### config.mk
export PLATFORM = sky130hd
export DESIGN_NAME = id_scoreboard_hazard_unit_flat
export DESIGN_NICKNAME = d
export VERILOG_FILES = /design/src/rtl/id_scoreboard_hazard_unit_if.sv /design/src/rtl/id_scoreboard_hazard_unit.sv /design/src/flat_wrapper.sv
export SDC_FILE = /design/constraint.sdc
export NUM_CORES = 1
export LEC_CHECK = 0
export ABC_CLOCK_PERIOD_IN_PS = 5600
export CORE_UTILIZATION = 59
export DETAILED_ROUTE_END_ITERATION = 10
export PLACE_DENSITY = 0.79
export SETUP_SLACK_MARGIN = 0.15
export SYNTH_ARGS = -nofsm -noshare
export SYNTH_HDL_FRONTEND = slang
export SYNTH_SLANG_ARGS = --single-unit
### constraint.sdc
create_clock -name clk_i -period 5.6 [get_ports clk_i]
set_input_delay 1.12 -clock clk_i [delete_from_list [all_inputs] [get_ports clk_i]]
set_output_delay 1.12 -clock clk_i [all_outputs]
set_load 0.02 [all_outputs]
### src/rtl/id_scoreboard_hazard_unit_if.sv
// rtl/id_scoreboard_hazard_unit_if.sv - ID-stage issue/hazard bundle between decode and the scoreboard
interface id_scoreboard_hazard_unit_if #(
  parameter int REG_COUNT  = 32,
  parameter int REG_ADDR_W = 5
);
  logic                  busywait;
  logic                  flush;
  logic                  issue_valid_i;
  logic                  issue_wr_en_i;
  logic [REG_ADDR_W-1:0] issue_rd_i;
  logic [1:0]            issue_kind_i;
  logic [REG_ADDR_W-1:0] rs1_label_i;
  logic [REG_ADDR_W-1:0] rs2_label_i;
  logic                  rs1_used_i;
  logic                  rs2_used_i;
  logic                  stall;
  logic [REG_COUNT-1:0]  busy_mask_o;
  logic                  pending_o;
  logic [31:0]           stall_count_o;

  // Decode side: presents the instruction, observes the stall
  modport master (
    output busywait, flush, issue_valid_i, issue_wr_en_i, issue_rd_i, issue_kind_i,
    output rs1_label_i, rs2_label_i, rs1_used_i, rs2_used_i,
    input  stall, busy_mask_o, pending_o, stall_count_o
  );

  // Scoreboard side
  modport slave (
    input  busywait, flush, issue_valid_i, issue_wr_en_i, issue_rd_i, issue_kind_i,
    input  rs1_label_i, rs2_label_i, rs1_used_i, rs2_used_i,
    output stall, busy_mask_o, pending_o, stall_count_o
  );
endinterface

### src/rtl/id_scoreboard_hazard_unit.sv
// rtl/id_scoreboard_hazard_unit.sv - per-register countdown scoreboard driving the ID RAW/WAW stall (optional SCOREBOARD_STATS_EN)
module id_scoreboard_hazard_unit #(
  parameter int REG_COUNT  = 32,
  parameter int REG_ADDR_W = 5,
  parameter int LOAD_LAT   = 1,
  parameter int LONG_LAT   = 4,
  parameter int CNT_W      = 3
) (
  input logic                        clk_i,
  input logic                        rst_i,
  id_scoreboard_hazard_unit_if.slave sb
);

  localparam int LBL_N   = 1 << REG_ADDR_W;
  localparam int CNT_MAX = (1 << CNT_W) - 1;

  localparam logic [CNT_W-1:0] LOAD_LAT_C = CNT_W'(LOAD_LAT);
  localparam logic [CNT_W-1:0] LONG_LAT_C = CNT_W'(LONG_LAT);

  // Refuse to build with latencies the counters cannot represent
  if (LOAD_LAT < 1 || LOAD_LAT > CNT_MAX || LONG_LAT < 1 || LONG_LAT > CNT_MAX ||
      REG_COUNT < 2 || REG_COUNT > LBL_N) begin : g_bad_cfg
    $error("id_scoreboard_hazard_unit: illegal latency/width/register-count configuration");
  end

  // Entry 0 is never stored: x0 is architecturally never busy
  logic [CNT_W-1:0] cnt_q [1:REG_COUNT-1];

  // Full label-space view so any label can be looked up; unmapped labels read as idle
  logic [CNT_W-1:0] cnt_view [LBL_N];

  for (genvar r = 0; r < LBL_N; r++) begin : g_view
    if (r >= 1 && r < REG_COUNT) begin : g_live
      assign cnt_view[r] = cnt_q[r];
    end else begin : g_idle
      assign cnt_view[r] = '0;
    end
  end

  function automatic logic [CNT_W-1:0] lat_of(input logic [1:0] kind);
    case (kind)
      2'd1:    lat_of = LOAD_LAT_C;
      2'd2:    lat_of = LONG_LAT_C;
      default: lat_of = '0;
    endcase
  endfunction

  logic [CNT_W-1:0]     rd_lat;
  logic                 raw_hit;
  logic                 waw_hit;
  logic                 stall_c;
  logic                 issue_fire;
  logic                 alloc;
  logic [REG_COUNT-1:0] busy_mask;

  // Hazard detection and issue qualification; stall is visible even during busywait
  always_comb begin
    rd_lat  = lat_of(sb.issue_kind_i);
    raw_hit = (sb.rs1_used_i && (sb.rs1_label_i != '0) && (cnt_view[sb.rs1_label_i] != '0)) ||
              (sb.rs2_used_i && (sb.rs2_label_i != '0) && (cnt_view[sb.rs2_label_i] != '0));
    // A younger write may not land before an older one to the same register
    waw_hit = sb.issue_wr_en_i && (sb.issue_rd_i != '0) && (cnt_view[sb.issue_rd_i] > rd_lat);
    stall_c    = sb.issue_valid_i && !sb.flush && (raw_hit || waw_hit);
    issue_fire = sb.issue_valid_i && !stall_c && !sb.busywait && !sb.flush;
    alloc      = issue_fire && sb.issue_wr_en_i && (sb.issue_rd_i != '0) && (rd_lat != '0);
  end

  // Countdown per register: new allocation wins over the decrement, memory stall freezes all
  always_ff @(posedge clk_i) begin
    for (int r = 1; r < REG_COUNT; r++) begin
      if (rst_i) begin
        cnt_q[r] <= '0;
      end else if (!sb.busywait) begin
        if (alloc && (sb.issue_rd_i == REG_ADDR_W'(r))) begin
          cnt_q[r] <= rd_lat;
        end else if (cnt_q[r] != '0) begin
          cnt_q[r] <= cnt_q[r] - 1'b1;
        end
      end
    end
  end

  // Busy summary for the pipeline and debug
  always_comb begin
    busy_mask = '0;
    for (int r = 1; r < REG_COUNT; r++) begin
      busy_mask[r] = (cnt_q[r] != '0);
    end
  end

  assign sb.stall       = stall_c;
  assign sb.busy_mask_o = busy_mask;
  assign sb.pending_o   = |busy_mask;

`ifdef SCOREBOARD_STATS_EN
  logic [31:0] stall_cnt_q;

  // Cycles genuinely lost to hazards; memory-stall cycles are not charged here
  always_ff @(posedge clk_i) begin
    if (rst_i) begin
      stall_cnt_q <= '0;
    end else if (stall_c && !sb.busywait && (stall_cnt_q != 32'hFFFF_FFFF)) begin
      stall_cnt_q <= stall_cnt_q + 32'd1;
    end
  end

  assign sb.stall_count_o = stall_cnt_q;
`else
  assign sb.stall_count_o = 32'h0;
`endif

endmodule

### src/flat_wrapper.sv
// flat-port wrapper written by rule: the top's interface ports become plain ports
module id_scoreboard_hazard_unit_flat 
#(
  parameter int REG_COUNT  = 32,
  parameter int REG_ADDR_W = 5,
  parameter int LOAD_LAT   = 1,
  parameter int LONG_LAT   = 4,
  parameter int CNT_W      = 3
)
  (clk_i, rst_i, sb_busywait, sb_flush, sb_issue_valid_i, sb_issue_wr_en_i, sb_issue_rd_i, sb_issue_kind_i, sb_rs1_label_i, sb_rs2_label_i, sb_rs1_used_i, sb_rs2_used_i, sb_stall, sb_busy_mask_o, sb_pending_o, sb_stall_count_o);
  id_scoreboard_hazard_unit_if #(.REG_COUNT(REG_COUNT), .REG_ADDR_W(REG_ADDR_W)) sb_i ();
  input logic clk_i;
  input logic rst_i;
  input wire logic [$bits(sb_i.busywait)-1:0] sb_busywait;
  input wire logic [$bits(sb_i.flush)-1:0] sb_flush;
  input wire logic [$bits(sb_i.issue_valid_i)-1:0] sb_issue_valid_i;
  input wire logic [$bits(sb_i.issue_wr_en_i)-1:0] sb_issue_wr_en_i;
  input wire logic [$bits(sb_i.issue_rd_i)-1:0] sb_issue_rd_i;
  input wire logic [$bits(sb_i.issue_kind_i)-1:0] sb_issue_kind_i;
  input wire logic [$bits(sb_i.rs1_label_i)-1:0] sb_rs1_label_i;
  input wire logic [$bits(sb_i.rs2_label_i)-1:0] sb_rs2_label_i;
  input wire logic [$bits(sb_i.rs1_used_i)-1:0] sb_rs1_used_i;
  input wire logic [$bits(sb_i.rs2_used_i)-1:0] sb_rs2_used_i;
  output wire logic [$bits(sb_i.stall)-1:0] sb_stall;
  output wire logic [$bits(sb_i.busy_mask_o)-1:0] sb_busy_mask_o;
  output wire logic [$bits(sb_i.pending_o)-1:0] sb_pending_o;
  output wire logic [$bits(sb_i.stall_count_o)-1:0] sb_stall_count_o;
  assign sb_i.busywait = sb_busywait;
  assign sb_i.flush = sb_flush;
  assign sb_i.issue_valid_i = sb_issue_valid_i;
  assign sb_i.issue_wr_en_i = sb_issue_wr_en_i;
  assign sb_i.issue_rd_i = sb_issue_rd_i;
  assign sb_i.issue_kind_i = sb_issue_kind_i;
  assign sb_i.rs1_label_i = sb_rs1_label_i;
  assign sb_i.rs2_label_i = sb_rs2_label_i;
  assign sb_i.rs1_used_i = sb_rs1_used_i;
  assign sb_i.rs2_used_i = sb_rs2_used_i;
  assign sb_stall = sb_i.stall;
  assign sb_busy_mask_o = sb_i.busy_mask_o;
  assign sb_pending_o = sb_i.pending_o;
  assign sb_stall_count_o = sb_i.stall_count_o;
  id_scoreboard_hazard_unit #(.REG_COUNT(REG_COUNT), .REG_ADDR_W(REG_ADDR_W), .LOAD_LAT(LOAD_LAT), .LONG_LAT(LONG_LAT), .CNT_W(CNT_W)) u_core (.clk_i(clk_i), .rst_i(rst_i), .sb(sb_i));
endmodule
==> results.py <==
metrics = {
    "outcome": {
        "status": "completed",
    },
    "placed_design": {
        "io_buffers": 57,
        "pre_cts_ws_ns": -0.0745,
        "dpl.hpwl_um": 19500,
        "place_inst": 1201,
        "gp_routability_congestion": 0.966,
    },
    "worst_setup_path": {
        "cp_data_required_time_ns": 4.48,
        "start_kind": "primary input",
        "critPathCaptureType": "primary output",
        "critPathKind": "primary input to primary output",
        "arrival_ns": 4.15,
        "crit_fanout": 7,
    },
    "min_path": {
        "worstHoldPathType": "flop to flop",
    },
    "routing": {
        "via_per_inst": 6.68,
        "detail-route-antenna-nets": 0,
        "drc": 0,
        "drtIter0Drc": 1096,
        "vias": 8119,
        "wire_per_inst_um": 21.9,
        "firstDrtPassIters": 6,
        "routed_wl_um": 26600,
    },
    "cts": {
        "tritoncts": "built",
        "post-cts-setup-buffers": 0,
        "cts_sinks": 93,
        "ctsLongestPathBuffers": 2,
        "cts_buffers": 9,
        "clock_latency_ns": 0.36,
        "clockRootBuffer": "clkbuf_16",
        "htreeDepth": 3,
        "clk_pin_slew_worst_paths_ns": 0.06,
    },
    "floorplanning": {
        "die_x_um": 127,
        "core_area_sq_um": 15300,
        "rows": 45,
        "die_y_um": 127,
        "io_pins": 91,
        "initial_core_util_pct": 60.8,
        "die_area_sq_um": 16200,
    },
    "final_layout": {
        "top_register": "u_core.cnt_q",
        "instances_no_fill": 1215,
        "antenna_cells": 0,
        "reg_top3": "u_core.cnt_q: 93 flops",
        "multi_input_area_sq_um": 5650,
        "drive_gt1_share_pct": 13.7,
        "area_delta_synth_final_pct": 9.84,
        "layout.nets": 1092,
        "n_fill_cell": 1248,
        "seq_area_sq_um": 2790,
        "largest_register_ffs": 93,
        "finish.utilization_pct": 66.8,
    },
    "power": {
        "p_leak_nw": 4.14,
        "peakVddDrop_v": 0.000166,
        "power_density_nw_per_um2": 250,
    },
    "synth": {
        "synth-edff-count": 93,
        "synthTopCellsByCount": "inv_1, edfxtp_1, mux2i_1",
        "async_flop_share_pct": 0,
        "yosysTopAreaCell": "edfxtp_1",
        "synth-warning-count": 0,
        "syn_area_per_cell_sq_um": 9.56,
        "ys_ff_latch": 93,
        "synthTopCellsByArea": "edfxtp_1, ha_1, mux2i_1",
        "synth_most_common_cell": "inv_1",
        "yosysUniqueCellTypes": 55,
        "syn_inst": 971,
        "seq_area_frac_synth_pct": 30.1,
        "syn_area_sq_um": 9280,
        "synth_ff_type": "edfxtp_1",
        "yosys.area.top_type_share_pct": 30.1,
    },
    "timing": {
        "tightest_slew_ns": 0.914,
        "setup-violations-final": 0,
        "slew-limit-headroom_pct": 38.9,
        "period_minus_slack_ns": 5.27,
        "skew_ns": 0.00904,
        "hold_violations": 0,
        "fmax_ghz": 0.190,
        "rsz0062_at_grt": "false",
        "post-route-period-util_pct": 94.1,
        "slew_violations": 0,
        "holdWs_ns": 0.769,
        "setup_slack_ns": 0.332,
    },
    "grt": {
        "grt-ovfl-total": 0,
        "first_global_vias": 7673,
        "antenna_found_initial": 0,
        "globalRouteTotalUtil_pct": 33.7,
        "grt_pass1_wl_um": 42000,
        "grt_max_degree": 62,
    },
    "job": {
        "maxCapViolCount": 0,
    },
}
==> metrics by stage <==
stage	total power, W	setup TNS, ns	instance area (sq um)
floorplan	0.00163	0	9400
global placement	0.00190	-0.0166	9930
detailed placement	0.00192	-0.0745	9930
CTS	0.00252	0	10200
global route	0.00265	0	10200
finish	0.00254	0	10200
==> cell type report <==
| class | count | share of cell area, % |
|---|---|---|
| clock buffer | 11 | 2.28 |
| clock inverter | 3 | 0.381 |
| inverter | 106 | 3.90 |
| multi-input combinational | 702 | 55.5 |
| sequential | 93 | 27.4 |
| tap | 211 | 2.59 |
| timing repair buffer | 89 | 7.98 |
==> cells in the final DEF, fill, tap and decap left out, drive strengths merged, types with 34 or more instances in the layout <==
cell type,netlist,layout
inv,105,105
edfxtp,93,93
o211ai,93,93
mux2i,74,74
ha,66,66
clkdlybuf4s50,0,55
nand2,55,55
nor2,53,53
nor2b,38,38
nand3,36,36
nor4,34,34
==> worst paths after layout <==
kind,from,endpoint,slack (ns),depth (start not counted)
worst min-delay path,u_core.cnt_q[0][36]$_DFFE_PP_,u_core.cnt_q[0][36]$_DFFE_PP_,0.77,3
worst min register to register,u_core.cnt_q[0][36]$_DFFE_PP_,u_core.cnt_q[0][36]$_DFFE_PP_,0.77,3
worst max-delay path,sb_issue_rd_i[1],sb_stall,0.33,13
worst max register to register,u_core.cnt_q[0][92]$_DFFE_PP_,u_core.cnt_q[0][5]$_DFFE_PP_,1.59,10
==> where the power goes <==
part           switching (W)  total, W  internal (W)
Clock               0.000266  0.000606      0.000340
Sequential          0.000116  0.000991      0.000875
Combinational       0.000578  0.000948      0.000371
==> critical path, stage by stage <==
cell and delay [ns]:
clkdlybuf4s50_1 0.56, buf_4 0.20, buf_4 0.17, mux4_2 0.31, mux4_2 0.49, nor2_1 0.11, nor2_1 0.06, ha_1 0.30
a22oi_1 0.28, a31oi_4 0.05, o21a_1 0.21, nor2_1 0.11, clkbuf_2 0.17
==> cells by family (layout without fill, tap and decap cells) <==
kind of cell,after synthesis,after routing,synth area share [%]
AO/OA/AOI/OAI,158,158,14.2
AND/OR/NAND/NOR,316,316,18.7
flip-flops,93,93,30.1
buffers and inverters,208,209,10.7
other,1,33,0.0404
multiplexers,129,129,17.3
adder cells (fa/ha/maj),66,66,8.90
==> timing repair <==
action | 4_1_cts | 5_1_grt
gates cloned | 0 | 0
endpoints found under the setup margin | 1 | 1
hold buffers | 0 | 0
resized for setup | 1 | 2
==> routing by layer <==
layer | global-route usage [%] | wire [um] | part of all wire [%] | vias up
met5 | 0 | 0 | 0 | -
met4 | 11.2 | 598 | 2.2 | 0
met3 | 6.74 | 3000 | 11 | 61
met2 | 53.6 | 12100 | 46 | 573
met1 | 46.2 | 10900 | 41 | 3855
li1 | - | - | - | 3630
No activity file was read; power rests on OpenSTA's default activity.
